`config.mk`:
```
export PLATFORM = sky130hd
export DESIGN_NAME = dsp_result_capture
export DESIGN_NICKNAME = d
export VERILOG_FILES = /design/src/rtl/dsp_result_capture.sv
export SDC_FILE = /design/constraint.sdc
export NUM_CORES = 1
export LEC_CHECK = 0
export BUFFER_PORTS_ARGS = -buffer_cell sky130_fd_sc_hd__buf_4
export CAP_MARGIN = 30
export CELL_PAD_IN_SITES_DETAIL_PLACEMENT = 1
export CELL_PAD_IN_SITES_GLOBAL_PLACEMENT = 1
export CORE_MARGIN = 1.5
export CORE_UTILIZATION = 43
export CTS_CLUSTER_SIZE = 25
export DETAILED_ROUTE_END_ITERATION = 10
export PLACE_DENSITY_LB_ADDON = 0.08
export SLEW_MARGIN = 30
export SYNTH_ARGS = -nofsm -noshare
export SYNTH_HDL_FRONTEND = slang
export SYNTH_SLANG_ARGS = --single-unit
```
`constraint.sdc`:
```
create_clock -name clk -period 12.4 [get_ports clk]
set_input_delay 0.62 -clock clk [delete_from_list [all_inputs] [get_ports clk]]
set_output_delay 0.62 -clock clk [all_outputs]
set_load 0.05 [all_outputs]
```
`src/rtl/dsp_result_capture.sv`:
```
// dsp_result_capture: aligns the DUT strobe to the DSP pipeline latency,
// folds each captured 108-bit result into a MISR and a saturating counter,
// buffers results in a FIFO and streams them out as framed bytes.
module dsp_result_capture #(
  parameter int          LATENCY  = 1,
  parameter int          DEPTH    = 4,
  parameter logic [31:0] SIG_POLY = 32'h04C11DB7
) (
  input  logic         clk,
  input  logic         rst,
  input  logic         strobe,
  input  logic [107:0] z,
  input  logic         clear,
  output logic [7:0]   out_data,
  output logic         out_valid,
  input  logic         out_ready,
  output logic [31:0]  signature,
  output logic [15:0]  sample_count,
  output logic         overflow
);

  localparam int AW = $clog2(DEPTH);
  localparam logic [AW:0] FULL_CNT = (AW+1)'(DEPTH);

  typedef enum logic [1:0] {IDLE = 2'd0, HDR = 2'd1, DATA = 2'd2} state_t;

  // XOR-compress a result into one 32-bit word.
  function automatic logic [31:0] fold(input logic [107:0] v);
    return v[31:0] ^ v[63:32] ^ v[95:64] ^ {20'h0, v[107:96]};
  endfunction

  // One MISR step: shift with polynomial feedback, then mix in the folded result.
  function automatic logic [31:0] misr_next(input logic [31:0] sig, input logic [107:0] v);
    return ({sig[30:0], 1'b0} ^ (sig[31] ? SIG_POLY : 32'h0)) ^ fold(v);
  endfunction

  // Little-endian byte i of the result zero-extended to 112 bits.
  function automatic logic [7:0] byte_sel(input logic [107:0] v, input logic [3:0] i);
    logic [111:0] w;
    w = {4'h0, v};
    return w[{i, 3'b000} +: 8];
  endfunction

  logic cap_en_s;

  generate
    if (LATENCY == 0) begin : g_nodly
      assign cap_en_s = strobe;
    end else begin : g_dly
      logic [LATENCY-1:0] dly_r;
      // Strobe delay line matching the DSP pipeline latency.
      always_ff @(posedge clk or posedge rst) begin
        if (rst) begin
          dly_r <= {LATENCY{1'b0}};
        end else begin
          for (int i = LATENCY - 1; i > 0; i--) begin
            dly_r[i] <= dly_r[i-1];
          end
          dly_r[0] <= strobe;
        end
      end
      assign cap_en_s = dly_r[LATENCY-1];
    end
  endgenerate

  // FIFO storage and bookkeeping
  logic [107:0]  mem_r [DEPTH];
  logic [AW-1:0] wr_ptr_r, rd_ptr_r;
  logic [AW:0]   count_r;
  logic          full_s, empty_s, push_s, pop_s, xfer_s;
  logic [107:0]  head_s;

  // Serializer state
  state_t      state_r, state_nx;
  logic [3:0]  idx_r, idx_nx;
  logic [7:0]  out_data_r, data_nx;
  logic        out_valid_r, valid_nx;

  // Statistics
  logic [31:0] sig_r;
  logic [15:0] cnt_r;
  logic        ovf_r;

  assign full_s  = (count_r == FULL_CNT);
  assign empty_s = (count_r == {(AW+1){1'b0}});
  assign head_s  = mem_r[rd_ptr_r];
  assign xfer_s  = out_valid_r && out_ready;
  // The last data byte leaving frees the head entry; a full FIFO can then accept in the same edge.
  assign pop_s   = (state_r == DATA) && xfer_s && (idx_r == 4'd13);
  assign push_s  = cap_en_s && (!full_s || pop_s);

  // FIFO payload write (no reset needed: validity tracked by count/pointers).
  always_ff @(posedge clk) begin
    if (push_s) begin
      mem_r[wr_ptr_r] <= z;
    end
  end

  // FIFO pointers and occupancy.
  always_ff @(posedge clk or posedge rst) begin
    if (rst) begin
      wr_ptr_r <= {AW{1'b0}};
      rd_ptr_r <= {AW{1'b0}};
      count_r  <= {(AW+1){1'b0}};
    end else begin
      if (push_s) wr_ptr_r <= wr_ptr_r + 1'b1;
      if (pop_s)  rd_ptr_r <= rd_ptr_r + 1'b1;
      case ({push_s, pop_s})
        2'b10:   count_r <= count_r + 1'b1;
        2'b01:   count_r <= count_r - 1'b1;
        default: count_r <= count_r;
      endcase
    end
  end

  // Signature, saturating sample counter and sticky overflow; clear has priority.
  always_ff @(posedge clk or posedge rst) begin
    if (rst) begin
      sig_r <= 32'hFFFF_FFFF;
      cnt_r <= 16'd0;
      ovf_r <= 1'b0;
    end else if (clear) begin
      sig_r <= 32'hFFFF_FFFF;
      cnt_r <= 16'd0;
      ovf_r <= 1'b0;
    end else begin
      if (cap_en_s) begin
        sig_r <= misr_next(sig_r, z);
        if (cnt_r != 16'hFFFF) cnt_r <= cnt_r + 16'd1;
        else                   cnt_r <= cnt_r;
      end else begin
        sig_r <= sig_r;
        cnt_r <= cnt_r;
      end
      if (cap_en_s && full_s && !pop_s) ovf_r <= 1'b1;
      else                              ovf_r <= ovf_r;
    end
  end

  // Serializer next state, byte index and the registered output values they imply.
  always_comb begin
    state_nx = state_r;
    idx_nx   = idx_r;
    valid_nx = 1'b0;
    data_nx  = 8'h00;
    case (state_r)
      IDLE: begin
        if (!empty_s) state_nx = HDR;
        else          state_nx = IDLE;
      end
      HDR: begin
        if (xfer_s) begin
          state_nx = DATA;
          idx_nx   = 4'd0;
        end else begin
          state_nx = HDR;
        end
      end
      DATA: begin
        if (xfer_s) begin
          if (idx_r == 4'd13) begin
            state_nx = IDLE;
            idx_nx   = 4'd0;
          end else begin
            idx_nx = idx_r + 4'd1;
          end
        end else begin
          idx_nx = idx_r;
        end
      end
      default: begin
        state_nx = IDLE;
        idx_nx   = 4'd0;
      end
    endcase
    case (state_nx)
      HDR: begin
        valid_nx = 1'b1;
        data_nx  = 8'hA5;
      end
      DATA: begin
        valid_nx = 1'b1;
        data_nx  = byte_sel(head_s, idx_nx);
      end
      default: begin
        valid_nx = 1'b0;
        data_nx  = 8'h00;
      end
    endcase
  end

  // Serializer state and registered byte-stream outputs.
  always_ff @(posedge clk or posedge rst) begin
    if (rst) begin
      state_r     <= IDLE;
      idx_r       <= 4'd0;
      out_valid_r <= 1'b0;
      out_data_r  <= 8'h00;
    end else begin
      state_r     <= state_nx;
      idx_r       <= idx_nx;
      out_valid_r <= valid_nx;
      out_data_r  <= data_nx;
    end
  end

  assign out_data     = out_data_r;
  assign out_valid    = out_valid_r;
  assign signature    = sig_r;
  assign sample_count = cnt_r;
  assign overflow     = ovf_r;

endmodule

```
==> results.sh <==
export IMPL_worstPathMaxFanout=47
export IMPL_slew_violations=0
export IMPL_overflow=0
export IMPL_power_switching_uw=1430
export IMPL_r2r_cells=8
export IMPL_yosys_area_top_type="edfxtp_1"
export IMPL_first_iter_violations=807
export IMPL_ys_seq_elements=504
export IMPL_post_route_util_pct=51.3
export IMPL_p_per_area_nw_per_um2=199
export IMPL_cts_hold_buffers=0
export IMPL_synthCells=1227
export IMPL_grt_max_degree=65
export IMPL_finalHoldViolations=0
export IMPL_path_class="reg -> reg"
export IMPL_finalCritPeriodShare_pct=34.2
export IMPL_layout_common_cells="edfxtp_1, buf_4, nand2_1"
export IMPL_max_slew_margin_rel_pct=32.0
export IMPL_synth_edf_count=432
export IMPL_startpoint="out_valid$_DFF_PP0_"
export IMPL_grt_pass1_wl_microns=82000
export IMPL_sequentialPowerShare_pct=47.2
export IMPL_start_kind="flop"
export IMPL_p_int_uw=3490
export IMPL_status="completed"
export IMPL_hold_path_class="in -> async"
export IMPL_async_reset_ff_share_pct=14.3
export IMPL_cts_tree="yes"
export IMPL_nNetsFinal=1528
export IMPL_htreeDepth=2
export IMPL_pin_count=171
export IMPL_dp_hpwl_microns=34800
export IMPL_num_vias=11500
export IMPL_port_buffer_count=170
export IMPL_power_leakage_uw=0.00838
export IMPL_p_comb_share_pct=20.4
export IMPL_dp_cells=1964
export IMPL_cp_end_kind="flop"
export IMPL_syn_area_sq_um=21000
export IMPL_period_minus_slack_ps=4240
export IMPL_seq_area_frac_synth_pct=70.4
export IMPL_multiInputGateArea_sq_um=5800
export IMPL_die_y_microns=224
export IMPL_cts_buffers=53
export IMPL_antenna_left=0
export IMPL_drc=0
export IMPL_finalNonFillerCells=2064
export IMPL_rows=80
export IMPL_ys_warn_count=0
export IMPL_fill_cells=4522
export IMPL_gp_congestion=0.748
export IMPL_setup_viol=0
export IMPL_cts_setup_buffers=0
export IMPL_r2r_end="out_data[2]$_DFF_PP0_"
export IMPL_yosys_top_cells_area="edfxtp_1, mux4_2, xnor2_1"
export IMPL_first_global_vias=12300
export IMPL_ir_worst_vdd_v=0.000121
export IMPL_rsz0062_at_grt="false"
export IMPL_wl_microns=54900
export IMPL_r2r_slack_ps=8160
export IMPL_antenna_found_initial=1
export IMPL_clk_path_buf_depth=3
export IMPL_worstMarginPinSlew_ps=1020
export IMPL_die_x_microns=224
export IMPL_diodes=0
export IMPL_grt_use_total_pct=22.4
export IMPL_regArea_sq_um=14800
export IMPL_synth_avg_cell_area_sq_um=17.1
export IMPL_worstPathRequired_ps=12860
export IMPL_dr_pass1_iters=5
export IMPL_yosysUniqueCellTypes=51
export IMPL_drv_cap=0
export IMPL_clock_latency_ps=600
export IMPL_dp_worst_setup_slack_ps=7940
export IMPL_synth_ff_type="edfxtp_1"
export IMPL_core_sq_um=48000
export IMPL_power_uw=4910
export IMPL_initial_core_util_pct=43.8
export IMPL_swShare_pct=29.0
export IMPL_endpoint="out_data[2]$_DFF_PP0_"
export IMPL_clockPowerShare_pct=32.4
export IMPL_syn_nets=1351
export IMPL_tns_ps=0
export IMPL_die_area_sq_um=50200
export IMPL_cts_sinks=504
export IMPL_cts_root_buf="clkbuf_16"
export IMPL_routedWlPerCell_microns=26.6
export IMPL_drive_gt1_share_pct=28.6
export IMPL_clkSlewWorstSetupHoldPaths_ps=60
export IMPL_cp_arrival_ps=4700
export IMPL_vias_per_cell=5.58
export IMPL_syn2layout_area_growth_pct=17.1
export IMPL_post_cts_resized_instances=0
export IMPL_layout_commonest_cell="edfxtp_1"
export IMPL_finalClockSkew_ps=14.1
export IMPL_timing_fmax_mhz=236
export IMPL_r2r_start="out_valid$_DFF_PP0_"
export IMPL_setup_ws_ps=8160
export IMPL_synth_top_area_share_pct=61.7
critical path: stages, from the launching register on:
cell and delay (ps):
dfrtp_1 480, a31oi_1 180, o21ai_2 810, and2_4 590, clkinv_2 820, a211oi_1 470, a211oi_1 80, or4_1 500
nor3b_1 150
worst min path at each step:
stage	startpoint	endpoint	slack (ps)
detailed placement	count_r[2]$_DFFE_PP0P_	count_r[2]$_DFFE_PP0P_	480
global placement	count_r[2]$_DFFE_PP0P_	count_r[2]$_DFFE_PP0P_	480
CTS	strobe	cap_en_s$_DFF_PP0_	90
global route	strobe	cap_en_s$_DFF_PP0_	100
floorplan	count_r[2]$_DFFE_PP0P_	count_r[2]$_DFFE_PP0P_	460
finish	rst	cap_en_s$_DFF_PP0_	120
sequential cells by signal, summed over array words and instances, names as in the netlist:
register      flops
rd_ptr_r          2
out_valid         1
overflow          1
mem_r           432
sample_count     16
cap_en_s          1
wr_ptr_r          2
signature        32
count_r           3
out_data          8
idx_r             4
state_r           2
layout make-up:
cell class | count | share of cell area, %
repair buffers | 186 | 5.74
well taps | 615 | 3.12
inverters | 22 | 0.345
multi-input cells | 637 | 23.5
clock buffers | 81 | 6.19
flip-flops and latches | 504 | 60.2
clock inverters | 19 | 0.879
through the flow:
| step | hold WS, ps | area [sq um] |
|---|---|---|
| after global placement | 481 | 22900 |
| after global routing | 105 | 24600 |
| final | 115 | 24600 |
| after detailed placement | 478 | 22900 |
| after floorplan | 463 | 21000 |
| after CTS | 91.9 | 24600 |
synthesized netlist by cell type (4+ instances only):
cell	instances
a2111oi_0	5
a211oi_1	20
a21oi_1	19
a311oi_1	13
a31oi_1	10
and3_1	26
buf_1	5
buf_2	17
buf_4	14
clkbuf_1	25
dfrtp_1	40
dfstp_2	32
edfxtp_1	432
ha_1	10
inv_1	21
mux2i_1	15
mux4_2	104
nand2_1	143
nand3_1	15
nand4_1	8
nor2_1	24
nor3_1	8
o211ai_1	4
o21ai_0	44
or3_1	4
xnor2_1	119
xor2_1	19
power groups by stage:
| stage | Combinational [uW] | Sequential [uW] | Clock [uW] |
|---|---|---|---|
| after CTS | 1020 | 2320 | 1630 |
| after global routing | 1080 | 2350 | 1680 |
| after detailed placement | 1020 | 2360 | 0 |
| after floorplan | 578 | 2420 | 0 |
| after global placement | 1000 | 2340 | 0 |
| final | 1000 | 2320 | 1590 |
logic make-up (layout without fill, tap and decap cells):
kind of cell    after synthesis  count (layout)  share of synthesized area (%)
xor+xnor                    138             138                           5.75
buf+inv                      86             308                           2.08
flops                       504             504                           70.4
fa+ha+maj                    11              11                          0.690
simple gates                242             242                           5.25
compound gates              126             126                           3.89
mux                         120             120                           11.9
layer usage:
metal,share of wire (%),global-route usage [%],up-vias
met3,4.7,3.87,58
met5,0,0,-
met1,46,32.8,6125
met2,47,35.2,262
li1,-,-,5077
met4,1.6,5.34,0
No activity file was read; power rests on OpenSTA's default activity.
